[config.mk]
export PLATFORM = sky130hd
export DESIGN_NAME = nand_vector_sequencer
export DESIGN_NICKNAME = d
export VERILOG_FILES = /design/src/rtl/nand_vector_sequencer.sv
export SDC_FILE = /design/constraint.sdc
export NUM_CORES = 1
export LEC_CHECK = 0
export CAP_MARGIN = 20
export CORE_MARGIN = 2
export CORE_UTILIZATION = 48
export CTS_CLUSTER_DIAMETER = 80
export CTS_CLUSTER_SIZE = 24
export DETAILED_ROUTE_END_ITERATION = 7
export PLACE_DENSITY = 0.86
export SETUP_SLACK_MARGIN = 0.15
export SLEW_MARGIN = 5
export SYNTH_ARGS = -nofsm -noshare
export SYNTH_HDL_FRONTEND = slang
export SYNTH_SLANG_ARGS = --single-unit
[constraint.sdc]
create_clock -name clock -period 2 [get_ports clock]
set_clock_uncertainty 0.15 [all_clocks]
set_input_delay 0.6 -clock clock [delete_from_list [all_inputs] [get_ports clock]]
set_output_delay 0.6 -clock clock [all_outputs]
set_load 0.05 [all_outputs]
[src/rtl/nand_vector_sequencer.sv]
// Clocked stimulus/check harness for a two-input NAND network: walks a/b through
// 00,01,10,11, holds each vector HOLD cycles, samples c at window end and tallies mismatches.
module nand_vector_sequencer #(
    parameter int unsigned HOLD = 4
) (
    input  logic       clock,
    input  logic       reset,
    input  logic       start,
    input  logic       c,
    output logic       a,
    output logic       b,
    output logic       busy,
    output logic       done,
    output logic       pass,
    output logic [2:0] err_count,
    output logic [1:0] first_fail,
    output logic [1:0] vec_idx
);

    localparam int unsigned CNT_W = (HOLD + 1 > 2) ? $clog2(HOLD + 1) : 1;

    localparam logic [1:0] S_IDLE = 2'd0;
    localparam logic [1:0] S_RUN  = 2'd1;
    localparam logic [1:0] S_DONE = 2'd2;

    logic [1:0]       state_q, state_d;
    logic [CNT_W-1:0] cnt_q, cnt_d;
    logic [1:0]       vec_q, vec_d;
    logic             a_q, a_d;
    logic             b_q, b_d;
    logic             busy_q, busy_d;
    logic             done_q, done_d;
    logic             pass_q, pass_d;
    logic [2:0]       err_q, err_d;
    logic [1:0]       ff_q, ff_d;
    logic             win_end_c;
    logic             mismatch_c;

    assign win_end_c  = (cnt_q == CNT_W'(HOLD - 1));
    // The network should produce ~(a&b); equality with a&b is therefore a miss.
    assign mismatch_c = (c == (a_q & b_q));

    always_comb begin
        state_d = state_q;
        cnt_d   = cnt_q;
        vec_d   = vec_q;
        a_d     = a_q;
        b_d     = b_q;
        busy_d  = busy_q;
        done_d  = done_q;
        pass_d  = pass_q;
        err_d   = err_q;
        ff_d    = ff_q;

        case (state_q)
            S_IDLE, S_DONE: begin
                if (start) begin
                    state_d = S_RUN;
                    cnt_d   = '0;
                    vec_d   = 2'd0;
                    a_d     = 1'b0;
                    b_d     = 1'b0;
                    busy_d  = 1'b1;
                    done_d  = 1'b0;
                    pass_d  = 1'b0;
                    err_d   = 3'd0;
                    ff_d    = 2'd0;
                end
            end
            S_RUN: begin
                if (win_end_c) begin
                    if (mismatch_c) begin
                        err_d = err_q + 3'd1;
                        if (err_q == 3'd0) begin
                            ff_d = vec_q;
                        end
                    end
                    if (vec_q == 2'd3) begin
                        state_d = S_DONE;
                        busy_d  = 1'b0;
                        done_d  = 1'b1;
                        pass_d  = (err_d == 3'd0);
                    end else begin
                        vec_d = vec_q + 2'd1;
                        cnt_d = '0;
                        a_d   = vec_d[1];
                        b_d   = vec_d[0];
                    end
                end else begin
                    cnt_d = cnt_q + CNT_W'(1);
                end
            end
            default: begin
                state_d = S_IDLE;
            end
        endcase
    end

    always_ff @(posedge clock or posedge reset) begin
        if (reset) begin
            state_q <= S_IDLE;
            cnt_q   <= '0;
            vec_q   <= 2'd0;
            a_q     <= 1'b0;
            b_q     <= 1'b0;
            busy_q  <= 1'b0;
            done_q  <= 1'b0;
            pass_q  <= 1'b0;
            err_q   <= 3'd0;
            ff_q    <= 2'd0;
        end else begin
            state_q <= state_d;
            cnt_q   <= cnt_d;
            vec_q   <= vec_d;
            a_q     <= a_d;
            b_q     <= b_d;
            busy_q  <= busy_d;
            done_q  <= done_d;
            pass_q  <= pass_d;
            err_q   <= err_d;
            ff_q    <= ff_d;
        end
    end

    assign a          = a_q;
    assign b          = b_q;
    assign busy       = busy_q;
    assign done       = done_q;
    assign pass       = pass_q;
    assign err_count  = err_q;
    assign first_fail = ff_q;
    assign vec_idx    = vec_q;

endmodule

---- Word level (Yosys, flattened, before mapping) ----
Index checks and enable logic that the tools add are counted.
storage, ports and cells
  register bits ........................... 17
  bits of input ports ..................... 4
  output and inout port bits .............. 12
  word-level logic and storage cells ...... 75
operators by class
  add/sub/neg operators ................... 3
  equality and inequality tests ........... 12
  muxes and demuxes ....................... 38
  bitwise logic cells ..................... 1
  reductions and logical operators ........ 11
operators with widths
  operator                                                          count
  3-bit 2-to-1 mux                                                  7
  2-bit 2-to-1 mux                                                  9
  1-bit 2-to-1 mux                                                  12
  2-bit != test (second input constant)                             6
  2-bit one-hot mux with 2 select lines                             3
  3-bit one-hot mux with 2 select lines                             2
  1-bit one-hot mux with 2 select lines                             5
  3-bit AND reduction                                               3
  4-bit AND reduction                                               2
  3-bit by 1-bit adder with 3-bit output (second input constant)    2
  3-bit logical NOT                                                 2
  5-bit AND reduction                                               1
  2-bit == test (second input constant)                             2
  3-bit by 2-bit == test with 1-bit output (second input constant)  1
  3-bit != test (second input constant)                             1
  2-bit by 1-bit adder with 2-bit output (second input constant)    1
  2-bit by 1-bit == test with 1-bit output (second input constant)  1
  2-bit logical NOT                                                 1
  2-bit nonzero test                                                1
  2-bit OR reduction                                                1
  1-bit bitwise AND                                                 1
  1-bit == test                                                     1

---- Longest topological paths before layout ----
  depth in word-level cells ............... 9
  mapped depth ............................ 6
  mapped depth without buffers ............ 6

---- Worst setup path before layout ----
No wires, ideal clock.
  kind .................................... register to register
  from .................................... register vec_q[1], in the netlist vec_idx[1]
  to ...................................... register pass_q, in the netlist pass
  setup time .............................. 121 ps
  arrival time ............................ 1687 ps
  required time ........................... 1729 ps
  path slack .............................. 41 ps
  cell stages (with the launch flop) ...... 6
  path buffers ............................ 0
  clock period less this slack ............ 1959 ps
  path through ............................ dfrtp_1 > ha_1 > xnor2_1 > nand2_1 > xor2_1 > a32o_2
between the ends
  cells in the longest elaborated chain, start to end .. 3
ends and longest elaborated chain
  element                        RTL line  source
  from (decl)                    28        logic [1:0] vec_q, vec_d;
  from (signal assigned)         114       vec_q <= vec_d;
  2-bit == test                  78        if (vec_q == 2'd3) begin
  2-bit != test (no line)        --
  4-bit AND reduction (no line)  --
  to (signal assigned)           119       pass_q <= pass_d;
  to (decl)                      33        logic pass_q, pass_d;
Every way passes these cells.
A chain may end at the register's enable or synchronous reset.

---- Worst setup path in the final report ----
  from .................................... input port start
  to ...................................... register ff_q[0], in the netlist first_fail[0]
between the ends
  cells in the longest elaborated chain, start to end .. 2
ends and longest elaborated chain
  element                        RTL line  source
  from (decl)                    8         input logic start,
  2-bit != test (no line)        --
  5-bit AND reduction (no line)  --
  to (signal assigned)           110       ff_q <= 2'd0;
  to (signal assigned)           121       ff_q <= ff_d;
  to (decl)                      35        logic [1:0] ff_q, ff_d;
Every way passes these cells.

==> qor.yml <==
worst-path-max-fanout: 4
ys_warn_count: 0
fmax_ghz: 0.536
synth_cell_types: 26
numCtsBuffers: 3
path_clk_slew_ns: 0.10
stdcell_area_um2: 1100
h-tree-depth: 1
cts-root-buf: "clkbuf_4"
syn-cell-area_um2: 754
hold_ws_ns: 0.357
die_w_um: 43.6
drt_iter0_drc: 20
drtAntennaViolNets: 0
max_slew.worst_pin.slew_ns: 0.382
synth-simple-area-share_pct: 17.9
start_util_pct: 50.7
rsz0062_at_grt: "no"
slew_headroom_pct: 74.5
muxShareOfSynthArea_pct: 4.15
fill_cells: 93
die_h_um: 43.6
r2r_slack_ns: 0.26
synth_compound_area_share_pct: 12.8
area_growth_pct: 45.9
peakVddDrop_uv: 1050
clock_latency_ns: 0.30
place_area_um2: 1060
nets: 106
leakagePower_nw: 0.515
routedWlPerCell_um: 14.7
ioPinCount: 16
port_buffers: 15
synth-adder-area-share_pct: 6.63
critPathKind: "in -> reg"
start_kind: "primary input"
vias_per_cell: 5.67
end_kind: "flop"
cap_violations: 0
cts_hold_buf: 0
grt-ovfl-total: 0
grt_usage_pct: 21.7
post-dp-hpwl_um: 1150
finalPower_mw: 2.02
hold_viol_final: 0
fin_crit_sh_pct: 93.3
ys_ff_latch: 15
hold_class: "in -> async"
grt_pass1_vias: 690
vias: 641
finalMaxSlewViolations: 0
finalSetupViolCount: 0
cts_tree: "built"
drt-total-wl_um: 1660
period_minus_slack_ns: 1.87
synth_area_per_cell_um2: 10.1
synth_nets: 83
synth_top_family_by_area: "simple AND/OR/NAND/NOR gates"
core-area_um2: 1490
grt_max_degree: 10
num_rows: 14
drc: 0
final_layout_size_suffix_gt1_share_pct: 34.0
powerDensity_nw_per_um2: 1830
required_ns: 2.07
synth_seq_area_share_pct: 49.8
antenna_found_initial: 0
dr.pass1.iters: 5
clkSinkCount: 15
final_util_pct: 73.9
antennaDiodeCount: 0
crit_arrival_ns: 1.94
die-area_um2: 1900
status: "finished, final reports clean"
clockBufferDepth: 2
globalplace.congestion: 0.793
synth_xor_area_share_pct: 2.32
synthCells: 75
grt_pass1_wl_um: 2990
[metal layers]
metal | vias to the layer above | share of wire, % | GRT usage [%]
met5 | - | 0 | 0
li1 | 298 | - | -
met1 | 312 | 42 | 25.3
met4 | 0 | 2.5 | 10.9
met2 | 26 | 51 | 37.4
met3 | 5 | 5.0 | 4.58
[worst max-delay path: stages]
cell,delay (ns)
clkdlybuf4s50_1,0.48
nor2b_1,0.26
nor2_2,0.09
buf_4,0.14
a21oi_2,0.16
mux2i_1,0.20
[layout by cell type, fill, tap and decap left out]
master           netlist  routed
a21o_2                 2       2
a21oi_1                2       2
a21oi_2                1       1
a22o_1                 1       1
a32o_2                 1       1
and4bb_2               1       1
buf_12                 0      11
buf_4                  2       7
clkbuf_4               0       3
clkdlybuf4s50_1        0       3
clkinv_2               0       1
dfrtp_1               15      13
dfrtp_2                0       2
ha_1                   4       3
ha_2                   0       1
inv_1                  8       8
mux2_2                 1       1
mux2i_1                2       2
nand2_1               10      10
nand2b_1               3       3
nand3_1                5       5
nand3b_1               1       1
nor2_2                 0       1
nor2b_1                3       3
nor3_1                 1       1
o21a_1                 1       1
o21ai_0                5       5
o31ai_1                1       1
or3_1                  1       1
xnor2_2                0       1
xor2_1                 1       1
[repair_timing]
action	in CTS	in global routing
resized for setup	1	2
endpoints found under the setup margin	3	4
setup buffers	0	0
[through the flow]
step	worst slack [ns]	setup TNS [ns]	instances
2_1_floorplan	0.156	0	75
3_3_place_gp	-0.0609	-0.222	109
3_5_place_dp	-0.104	-0.443	109
4_1_cts	0.185	0	113
5_1_grt	0.109	0	113
6_report	0.134	0	113
[cell families after synthesis]
kind of cell / after synthesis
buffers and inverters: 11
flip-flops: 15
adder cells (fa/ha/maj): 4
AND/OR/NAND/NOR: 26
multiplexers: 3
AO/OA/AOI/OAI: 14
XOR/XNOR: 2
[cell usage after synthesis]
library cell | number | share of area (%)
or3_1 | 1 | 0.83
buf_4 | 2 | 2.0
clkbuf_1 | 1 | 0.50
nand3_1 | 5 | 3.3
nand2_1 | 10 | 5.0
a21oi_1 | 2 | 1.3
ha_1 | 4 | 6.6
a21oi_2 | 1 | 1.2
dfrtp_1 | 15 | 50
a22o_1 | 1 | 1.2
a32o_2 | 1 | 1.5
mux2_2 | 1 | 1.5
nand2b_1 | 3 | 2.5
and4bb_2 | 1 | 1.7
nand3b_1 | 1 | 1.0
xor2_1 | 1 | 1.2
o21ai_0 | 5 | 3.3
nor3_1 | 1 | 0.66
mux2i_1 | 2 | 2.7
xnor2_1 | 1 | 1.2
nor2_1 | 1 | 0.50
inv_1 | 8 | 4.0
o31ai_1 | 1 | 1.0
a21o_2 | 2 | 2.3
o21a_1 | 1 | 1.0
nor2b_1 | 3 | 2.5
[sequential cells by signal, indices dropped and copies added, names as in the netlist]
name and cells:
cnt_q 3, err_count 3, first_fail 2, state_q 2
b 1, busy 1, done 1, pass 1
vec_idx 1
[power by group]
group / switching (mW) / leakage (nW) / internal, mW
Clock: 0.108 / 0.0177 / 0.0746
Sequential: 0.156 / 0.187 / 0.421
Combinational: 0.663 / 0.310 / 0.595
[final timing paths]
path | startpoint | to | cells past startpoint
setup / recovery | start | first_fail[0]$_DFFE_PP0P_ | 6
setup reg to reg | vec_idx[1]$_DFFE_PP0P_ | first_fail[0]$_DFFE_PP0P_ | 5
max in group asynchronous | reset | pass$_DFFE_PP0P_ | 3
hold reg to reg | first_fail[1]$_DFFE_PP0P_ | first_fail[1]$_DFFE_PP0P_ | 2
min in group clock | first_fail[1]$_DFFE_PP0P_ | first_fail[1]$_DFFE_PP0P_ | 2
hold / removal | reset | cnt_q[2]$_DFFE_PP0P_ | 2
[layout make-up]
| cell class | instances | area (µm²) | share of cell area (%) |
|---|---|---|---|
| inverter | 8 | 30.0 | 2.73 |
| timing repair buffer | 21 | 303 | 27.5 |
| clock inverter | 1 | 5.00 | 0.455 |
| sequential | 15 | 378 | 34.3 |
| clock buffer | 3 | 22.5 | 2.05 |
| multi-input combinational | 49 | 343 | 31.1 |
| tap | 16 | 20.0 | 1.82 |
Power figures use the tool's default switching activity.
